==> config.mk <==
export PLATFORM = sky130hd
export DESIGN_NAME = regfile_writeback
export DESIGN_NICKNAME = d
export VERILOG_FILES = /design/src/rtl/regfile_writeback.sv
export SDC_FILE = /design/constraint.sdc
export NUM_CORES = 1
export LEC_CHECK = 0
export BUFFER_PORTS_ARGS = -buffer_cell sky130_fd_sc_hd__buf_2
export CAP_MARGIN = 20
export CORE_MARGIN = 2
export CORE_UTILIZATION = 50
export DETAILED_ROUTE_END_ITERATION = 12
export PLACE_DENSITY = 0.76
export SETUP_SLACK_MARGIN = 0.15
export SYNTH_ARGS = -nofsm -noshare
export SYNTH_HDL_FRONTEND = slang
export SYNTH_SLANG_ARGS = --single-unit
==> constraint.sdc <==
create_clock -name clk -period 2.1 [get_ports clk]
set_clock_uncertainty 0.05 [all_clocks]
set_input_delay 0.315 -clock clk [delete_from_list [all_inputs] [get_ports clk]]
set_output_delay 0.315 -clock clk [all_outputs]
set_load 0.01 [all_outputs]
==> src/rtl/regfile_writeback.sv <==
// regfile_writeback: ALU/load write-port arbiter with per-register pending-write scoreboard.
// Define REGFILE_WB_BYPASS_EN to add write-port forwarding outputs for rs1/rs2.
module regfile_writeback #(
    parameter int DATA_WIDTH = 32,
    parameter int CNT_WIDTH  = 2
) (
    input  logic                  clk,
    input  logic                  rst_n,
    input  logic                  issue_valid,
    input  logic [4:0]            issue_rd,
    output logic                  issue_ready,
    input  logic [4:0]            rs1,
    input  logic [4:0]            rs2,
    output logic                  rs1_busy,
    output logic                  rs2_busy,
    input  logic                  alu_valid,
    input  logic [4:0]            alu_rd,
    input  logic [DATA_WIDTH-1:0] alu_data,
    input  logic                  mem_valid,
    input  logic [4:0]            mem_rd,
    input  logic [DATA_WIDTH-1:0] mem_data,
    output logic                  mem_ready,
    output logic [4:0]            rf_a3,
    output logic [DATA_WIDTH-1:0] rf_wd3,
    output logic                  rf_we3,
`ifdef REGFILE_WB_BYPASS_EN
    output logic                  rs1_fwd_hit,
    output logic                  rs2_fwd_hit,
    output logic [DATA_WIDTH-1:0] rs1_fwd_data,
    output logic [DATA_WIDTH-1:0] rs2_fwd_data,
`endif
    output logic                  sb_underflow
);
    localparam logic [CNT_WIDTH-1:0] CNT_MAX = '1;
    localparam logic [CNT_WIDTH-1:0] CNT_ONE = CNT_WIDTH'(1);

    logic [CNT_WIDTH-1:0]  cnt_q [32];
    logic [CNT_WIDTH-1:0]  cnt_d [32];
    logic                  rf_we3_q, rf_we3_d;
    logic [4:0]            rf_a3_q, rf_a3_d;
    logic [DATA_WIDTH-1:0] rf_wd3_q, rf_wd3_d;
    logic                  sb_underflow_q, sb_underflow_d;
    logic                  issue_fire, res_valid;
    logic [4:0]            res_rd;
    logic [DATA_WIDTH-1:0] res_data;
    logic [31:0]           inc_vec, dec_vec;
    logic                  rs1_pend, rs2_pend;

    always_comb begin
        issue_ready    = rst_n && (issue_rd == 5'd0 || cnt_q[issue_rd] != CNT_MAX);
        mem_ready      = rst_n && !alu_valid;
        issue_fire     = issue_valid && issue_ready && issue_rd != 5'd0;
        res_valid      = alu_valid || (mem_valid && mem_ready);
        res_rd         = alu_valid ? alu_rd : mem_rd;
        res_data       = alu_valid ? alu_data : mem_data;
        // rd=0 results are consumed but never reach the write port
        rf_we3_d       = rst_n && res_valid && res_rd != 5'd0;
        rf_a3_d        = rf_we3_d ? res_rd : rf_a3_q;
        rf_wd3_d       = rf_we3_d ? res_data : rf_wd3_q;
        sb_underflow_d = sb_underflow_q || (rf_we3_q && cnt_q[rf_a3_q] == '0);
        inc_vec        = issue_fire ? (32'd1 << issue_rd) : 32'd0;
        dec_vec        = rf_we3_q ? (32'd1 << rf_a3_q) : 32'd0;
        for (int r = 0; r < 32; r++) begin
            cnt_d[r] = (inc_vec[r] && !dec_vec[r]) ? cnt_q[r] + CNT_ONE :
                       (dec_vec[r] && !inc_vec[r] && cnt_q[r] != '0) ? cnt_q[r] - CNT_ONE :
                       cnt_q[r];
        end
        rs1_pend       = rs1 != 5'd0 && cnt_q[rs1] != '0;
        rs2_pend       = rs2 != 5'd0 && cnt_q[rs2] != '0;
`ifdef REGFILE_WB_BYPASS_EN
        rs1_fwd_hit    = rf_we3_q && rf_a3_q == rs1 && rs1 != 5'd0;
        rs2_fwd_hit    = rf_we3_q && rf_a3_q == rs2 && rs2 != 5'd0;
        rs1_fwd_data   = rf_wd3_q;
        rs2_fwd_data   = rf_wd3_q;
        // the last outstanding write is on the port now, so the forwarded value is final
        rs1_busy       = rs1_pend && !(rs1_fwd_hit && cnt_q[rs1] == CNT_ONE);
        rs2_busy       = rs2_pend && !(rs2_fwd_hit && cnt_q[rs2] == CNT_ONE);
`else
        rs1_busy       = rs1_pend;
        rs2_busy       = rs2_pend;
`endif
    end

    always_ff @(posedge clk) begin
        if (!rst_n) begin
            cnt_q          <= '{default: '0};
            rf_we3_q       <= 1'b0;
            rf_a3_q        <= 5'd0;
            rf_wd3_q       <= '0;
            sb_underflow_q <= 1'b0;
        end else begin
            cnt_q          <= cnt_d;
            rf_we3_q       <= rf_we3_d;
            rf_a3_q        <= rf_a3_d;
            rf_wd3_q       <= rf_wd3_d;
            sb_underflow_q <= sb_underflow_d;
        end
    end

    assign rf_we3       = rf_we3_q;
    assign rf_a3        = rf_a3_q;
    assign rf_wd3       = rf_wd3_q;
    assign sb_underflow = sb_underflow_q;
endmodule

==> impl_metrics.tcl, run 1 <==
set metrics [dict create \
    outcome "complete, but fails checks" \
    violations "negative setup slack" \
    cap_violations 0 \
    cts_buffers 9 \
    hold_viol_final 0 \
    clk_latency_ps 360 \
    synthArstFlopShare_pct 0 \
    start_kind "register" \
    htree_levels 3 \
    worstPathArrival_ps 2080 \
    relSlewSlack_pct 62.70 \
    antenna_found_initial 0 \
    die-area_mm2 0.01396 \
    synth_top_flop_cell "dfxtp_1" \
    worstRegToRegCells 8 \
    synthMuxAreaShare_pct 13.56 \
    num_vias 7072 \
    grt_pass1_vias 6281 \
    synth-seq-area-share_pct 31.64 \
    yosysUniqueCellTypes 50 \
    total_power_uw 4899 \
    maxSlewViolCount 0 \
    cp_slowest_stage_delay_ps 490 \
    fin_nets 1087 \
    powerDensity_mw_per_mm2 537.4 \
    pwr-share-seq_pct 42.0 \
    synth.ff_latch_count 103 \
    setup_violations 30 \
    area_delta_synth_final_pct 39.90 \
    ff2ff_setup_slack_ps -190 \
    worstPathCellList "and2_4 > mux4_2 > a32oi_2 > nand2_1 > a211oi_2 > buf_2" \
    r2r_start "cnt_q[54]$_SDFFE_PN0P_" \
    startpoint "cnt_q[54]$_SDFFE_PN0P_" \
    power_switching_share_pct 27.36 \
    dpl.hpwl_um 14800 \
    core_area_mm2 0.01267 \
    worst_slack_ps -343.9 \
    cts_sinks 103 \
    cts_tree "yes" \
    drc_errors 0 \
    dp_worst_setup_slack_ps -123.5 \
    synth_top_family_by_area "compound AO/OA/AOI/OAI gates" \
    grt_pass1_wl_um 31360 \
    finalCriticalPeriod_ps 2444 \
    vdd_drop_max_uv 335.6 \
    drive_gt1_share_pct 42.89 \
    avgSynthCellArea_um2 8.452 \
    yosys_warnings 0 \
    cp-end-kind "primary output" \
    min_to "rf_a3[2]$_SDFFE_PN0P_" \
    syn-cell-area_mm2 0.006516 \
    hold_buffers 0 \
    p_int_uw 3558 \
    syn_inst 771 \
    critical_path_peak_fanout 2 \
    synth_compound_area_share_pct 28.84 \
    max_freq_ghz 0.4092 \
    hold_depth 4 \
    antenna_left 0 \
    overflow 0 \
    drt_iter0_markers 670 \
    fin_crit_sh_pct 116.4 \
    wirelength_um 21210 \
    port_buffers 136 \
    hp-class "input pin to register" \
    clk_pin_slew_worst_paths_ps 70 \
    tightest_slew_ps 558.1 \
    p_switching_uw 1340 \
    synth_fa_ha_area_share_pct 0 \
    drt-pass1-iter-count 6 \
    die_h_um 118.2 \
    critPathKind "register to primary output" \
    wl_per_cell_um 18.13 \
    clkPwrFrac_pct 40.6 \
    track_usage_pct 27.94 \
    num_antenna_cells 0 \
    leakagePower_uw 0.004206 \
    rows 41 \
    place_congestion 0.9732 \
    synth-xor-area-share_pct 0.4032 \
    fin_cells 1170 \
    grt_max_degree 63 \
    critical-path-slowest-cell "mux4_2" \
    cts-root-buf "clkbuf_16" \
    regToRegEndpoint "cnt_q[50]$_SDFFE_PN0P_" \
    chipWidth_um 118.2 \
    clockBufferDepth 2 \
    dpl.cell_count 1119 \
    routed_via_density 6.044 \
    synth_edf_count 0 \
    p_comb_share_pct 17.4 \
    syn_nets 865 \
    rsz0062_at_grt "true" \
    ios 137 \
    min_from "alu_rd[2]" \
    initial_core_util_pct 51.43 \
    worstPathRequired_ps 1740 \
    synth-simple-area-share_pct 21.74 \
]
-- area by class of cell --
cell class                      instances  area [um2]
Multi-Input combinational cell        605        4617
Timing Repair Buffer                  261        1724
Tap cell                              172       215.2
Clock buffer                           10       229.0
Sequential cell                       103        2156
Fill cell                             949        3555
Inverter                               13       58.81
Clock inverter                          6       116.4
-- critical path: cells and delay by family, from the launching register on --
| kind | cells | cell delay (ps) |
|---|---|---|
| mux | 1 | 490 |
| flops | 1 | 320 |
| compound gates | 2 | 470 |
| buf+inv | 1 | 180 |
| simple gates | 2 | 260 |
-- registers in the layout (all words and copies together), names as in the netlist --
register	count
rf_a3	5
sb_underflow	1
rf_we3	1
cnt_q	64
rf_wd3	32
-- cells in the mapped netlist (all sizes together) (2+ instances only) --
library cell	instances	share of area, %
o211ai	15	1.8
buf	11	0.79
and4bb	3	0.75
a211oi	35	4.0
nand2b	16	1.5
dfxtp	103	32
and3	23	2.2
nand2	102	5.9
and3b	2	0.27
nor2b	4	0.38
o21ai	70	5.4
nor3	32	2.5
and2	15	1.4
nand3	7	0.54
o21a	12	1.4
nand4b	2	0.27
a21boi	13	1.5
mux2i	32	4.9
o311a	2	0.31
o311ai	3	0.40
a21oi	18	1.4
inv	13	0.79
o221ai	2	0.27
or4	2	0.23
xor2	3	0.40
o211a	44	6.8
nor3b	6	0.69
o31a	4	0.54
a21o	4	0.46
clkbuf	39	2.2
mux4	23	7.9
nor4	7	0.67
nor2	59	3.4
a211o	22	3.0
nand4	8	0.77
mux2	4	0.69
o221a	3	0.52
-- cell usage in the layout (no fill, tap or decap), types with 5 or more instances in the layout --
cell / count
nand4_1: 8
buf_4: 108
nor2_1: 41
a21oi_1: 16
and3_1: 23
nor2_2: 14
a211o_1: 22
o21ai_1: 29
inv_1: 11
a21boi_0: 13
nor3_1: 30
nand2b_1: 16
buf_2: 135
dfxtp_2: 33
dfxtp_4: 14
a211oi_4: 5
mux2i_1: 32
nand2_1: 99
a211oi_1: 14
o211a_1: 43
a211oi_2: 16
dfxtp_1: 56
and2_1: 9
o21a_1: 12
nand3_1: 6
mux4_2: 23
clkbuf_16: 9
and2_4: 6
o211ai_1: 14
buf_6: 14
o21ai_0: 39
-- metal layers --
metal / vias to the layer above / GRT usage, % / wire length, um
li1: 3355 / - / -
met1: 3313 / 36.42 / 8781
met2: 360 / 47.47 / 10180
met3: 44 / 5.261 / 1736
met4: 0 / 7.304 / 507
met5: - / 0 / 0
-- cell families (layout without fill, tap and decap cells) --
group                  after synthesis  in the layout
XOR/XNOR                             3              3
AND/OR/NAND/NOR                    290            290
buffers and inverters               63            290
multiplexers                        59             59
AO/OA/AOI/OAI                      253            253
flip-flops                         103            103
-- stage by stage --
step	cell area [um2]	hold slack, ps	utilization (%)	setup TNS, ps
after floorplan	6644	373.0	-	-107.5
after global placement	8023	391.1	63.32	-626.6
after detailed placement	8023	404.2	63.32	-1234
after CTS	8746	245.6	69.02	-1263
after global routing	9116	261.9	71.95	-5195
final	9116	246.9	71.95	-3126
-- worst max path at each step --
stage	end	slack, ps	cells past startpoint
floorplan	rs1_busy	-50	5
global placement	cnt_q[58]$_SDFFE_PN0P_	-80	7
detailed placement	issue_ready	-120	7
CTS	issue_ready	-310	6
global route	issue_ready	-370	6
finish	issue_ready	-340	6
-- power by group through the flow --
| stage | combinational [uW] | sequential (uW) | clock, uW |
|---|---|---|---|
| after floorplan | 447 | 2130 | 0 |
| after global placement | 788 | 2120 | 0 |
| after global routing | 914 | 2060 | 2070 |
| after detailed placement | 802 | 2120 | 0 |
| final | 853 | 2060 | 1990 |
| after CTS | 816 | 2070 | 1970 |
-- repair_timing --
| item | in CTS | in global routing |
|---|---|---|
| pin swaps | 11 | 32 |
| gates resized for setup | 84 | 94 |
| setup buffers | 22 | 13 |
| setup endpoints to repair | 36 | 53 |
(Power assumes the default switching activity.)
==> run 2: changes to the inputs <==
--- a/config.mk
+++ b/config.mk
@@ -10,7 +10,7 @@
 export CORE_MARGIN = 2
 export CORE_UTILIZATION = 50
 export DETAILED_ROUTE_END_ITERATION = 12
-export PLACE_DENSITY = 0.76
+export PLACE_DENSITY = 0.77
 export SETUP_SLACK_MARGIN = 0.15
 export SYNTH_ARGS = -nofsm -noshare
 export SYNTH_HDL_FRONTEND = slang
==> run 2 against run 1 <==
Against the previous run:
- the run still ends with negative setup slack left
- largest power group unchanged
- first-iteration DRC count rose by 0.90%
- largest cell class unchanged
- final cell count hardly changed
- global-route usage increased by 0.18 points
- clock-buffer cell count unchanged
- highest routed layer is now met5
==> impl_metrics.tcl, run 2 (same netlist as run 1, synthesis figures left out) <==
set metrics [dict create \
    outcome "complete, but fails checks" \
    violations "negative setup slack" \
    cts_buffers 9 \
    overflow 0 \
    die_h_um 118.2 \
    p_switching_uw 1349 \
    clk_latency_ps 350 \
    htree_levels 3 \
    cts_sinks 103 \
    p_int_uw 3225 \
    min_from "alu_rd[2]" \
    ios 137 \
    min_to "rf_a3[2]$_SDFFE_PN0P_" \
    power_switching_share_pct 29.50 \
    p_comb_share_pct 19.3 \
    cp-end-kind "primary output" \
    ff2ff_setup_slack_ps -280 \
    cts_tree "yes" \
    wirelength_um 21220 \
    grt_max_degree 42 \
    worst_slack_ps -340.6 \
    critical_path_peak_fanout 2 \
    fin_crit_sh_pct 116.2 \
    hold_buffers 0 \
    routed_via_density 6.123 \
    largest_register_ffs 64 \
    worstPathCellList "and2_4 > mux4_2 > a32oi_2 > nand2_1 > a211oi_2 > buf_2" \
    critPathKind "register to primary output" \
    clk_pin_slew_worst_paths_ps 70 \
    whs_ps 249.9 \
    fin_nets 1088 \
    dpl.hpwl_um 14620 \
    total_power_uw 4574 \
    maxSlewViolCount 0 \
    seq_area_mm2 0.002153 \
    die-area_mm2 0.01396 \
    pwr-share-seq_pct 45.1 \
    clkPwrFrac_pct 35.6 \
    critical-path-slowest-cell "mux4_2" \
    hold_viol_final 0 \
    chipWidth_um 118.2 \
    place_congestion 0.9899 \
    regToRegEndpoint "cnt_q[50]$_SDFFE_PN0P_" \
    r2r_start "cnt_q[55]$_SDFFE_PN0P_" \
    core_area_mm2 0.01267 \
    tightest_slew_ps 576.3 \
    start_kind "register" \
    rows 41 \
    final_common_cell "buf_2" \
    grt_pass1_wl_um 31800 \
    worstRegToRegCells 8 \
    track_usage_pct 28.12 \
    worstPathArrival_ps 2080 \
    drt_iter0_markers 676 \
    vdd_drop_max_uv 384.7 \
    worstPathRequired_ps 1740 \
    drc_errors 0 \
    hp-class "input pin to register" \
    cts-root-buf "clkbuf_16" \
    drive_gt1_share_pct 44.34 \
    wl_per_cell_um 18.12 \
    area_delta_synth_final_pct 40.67 \
    leakagePower_uw 0.004184 \
    relSlewSlack_pct 61.49 \
    drt-pass1-iter-count 5 \
    num_vias 7170 \
    antenna_found_initial 1 \
    port_buffers 136 \
    powerDensity_mw_per_mm2 499.0 \
    finalCriticalPeriod_ps 2441 \
    initial_core_util_pct 51.43 \
    rsz0062_at_grt "true" \
    setup_violations 25 \
    largest-register "cnt_q" \
    nFillCells 932 \
    hold_depth 4 \
    num_antenna_cells 0 \
    max_freq_ghz 0.4097 \
    multiInputGateArea_mm2 0.004690 \
    clockBufferDepth 2 \
    antenna_left 0 \
    grt_pass1_vias 6551 \
    most-common-layout-cells "buf_2, buf_4, nand2_1" \
    cap_violations 0 \
    cp_slowest_stage_delay_ps 510 \
]
[run 2: cell types whose count changed in the layout (fill, tap and decap cells not counted), moves of 4 or more]
cell      before  now
a211oi_2      16   12
buf_4        108  104
dfxtp_1       56   52
dfxtp_2       33   40
nand2_1       99   95
nand2_2        3    7
nor2_1        41   46
nor3_1        30   21
nor3_2         2   10
o21ai_1       29   25
[run 2: worst max-delay path by stage]
stage                           start                      to  slack, ps
6_report       cnt_q[55]$_SDFFE_PN0P_             issue_ready       -340
5_1_grt        cnt_q[25]$_SDFFE_PN0P_             issue_ready       -380
4_1_cts        cnt_q[55]$_SDFFE_PN0P_             issue_ready       -310
3_5_place_dp              issue_rd[0]  cnt_q[56]$_SDFFE_PN0P_       -150
3_3_place_gp              issue_rd[1]  cnt_q[23]$_SDFFE_PN0P_       -130
2_1_floorplan                  rs1[0]                rs1_busy        -50
[run 2: per-layer routing]
layer,track usage [%],vias to the layer above,wire (um)
li1,-,3349,-
met1,35.54,3374,8597
met2,47.33,379,10170
met3,5.357,66,1776
met4,10.99,2,663
met5,0,-,20
[run 2: repair_timing]
action | CTS | global route
buffers inserted | 13 | 19
hold endpoints to repair | 0 | 0
pin swaps | 31 | 27
endpoints found under the setup margin | 39 | 59
gates resized for setup | 101 | 89
[run 2: final cells by class]
type | count | area share [%]
clock buffers | 10 | 2.498
repair buffers | 262 | 19.29
flip-flops and latches | 103 | 23.49
inverters | 13 | 0.6416
multi-input cells | 605 | 51.16
clock inverters | 6 | 0.5733
well taps | 172 | 2.348
[run 2: power by group through the flow]
| stage | Combinational [uW] | Sequential (uW) | Clock, uW |
|---|---|---|---|
| 6_report | 883 | 2060 | 1630 |
| 5_1_grt | 945 | 2070 | 1720 |
| 4_1_cts | 818 | 2070 | 1630 |
| 3_5_place_dp | 803 | 2120 | 0 |
| 3_3_place_gp | 790 | 2120 | 0 |
| 2_1_floorplan | 447 | 2130 | 0 |
[run 2: through the flow]
step                setup slack (ps)  setup TNS (ps)  utilization [%]  cells  area (um2)
floorplan                     -51.24          -107.5                -    771        6644
global placement              -130.4           -1452            63.65   1123        8065
detailed placement            -145.3           -2295            63.65   1123        8065
CTS                           -314.6           -1531            68.73   1152        8708
global route                  -382.7           -4965            72.34   1171        9166
finish                        -340.6           -3152            72.34   1171        9166
[run 2: critical path: cells and delay by family, from the launching register on]
family | cells | cell delay [ps]
mux | 1 | 510
simple gates | 2 | 260
flops | 1 | 320
buf+inv | 1 | 180
compound gates | 2 | 440
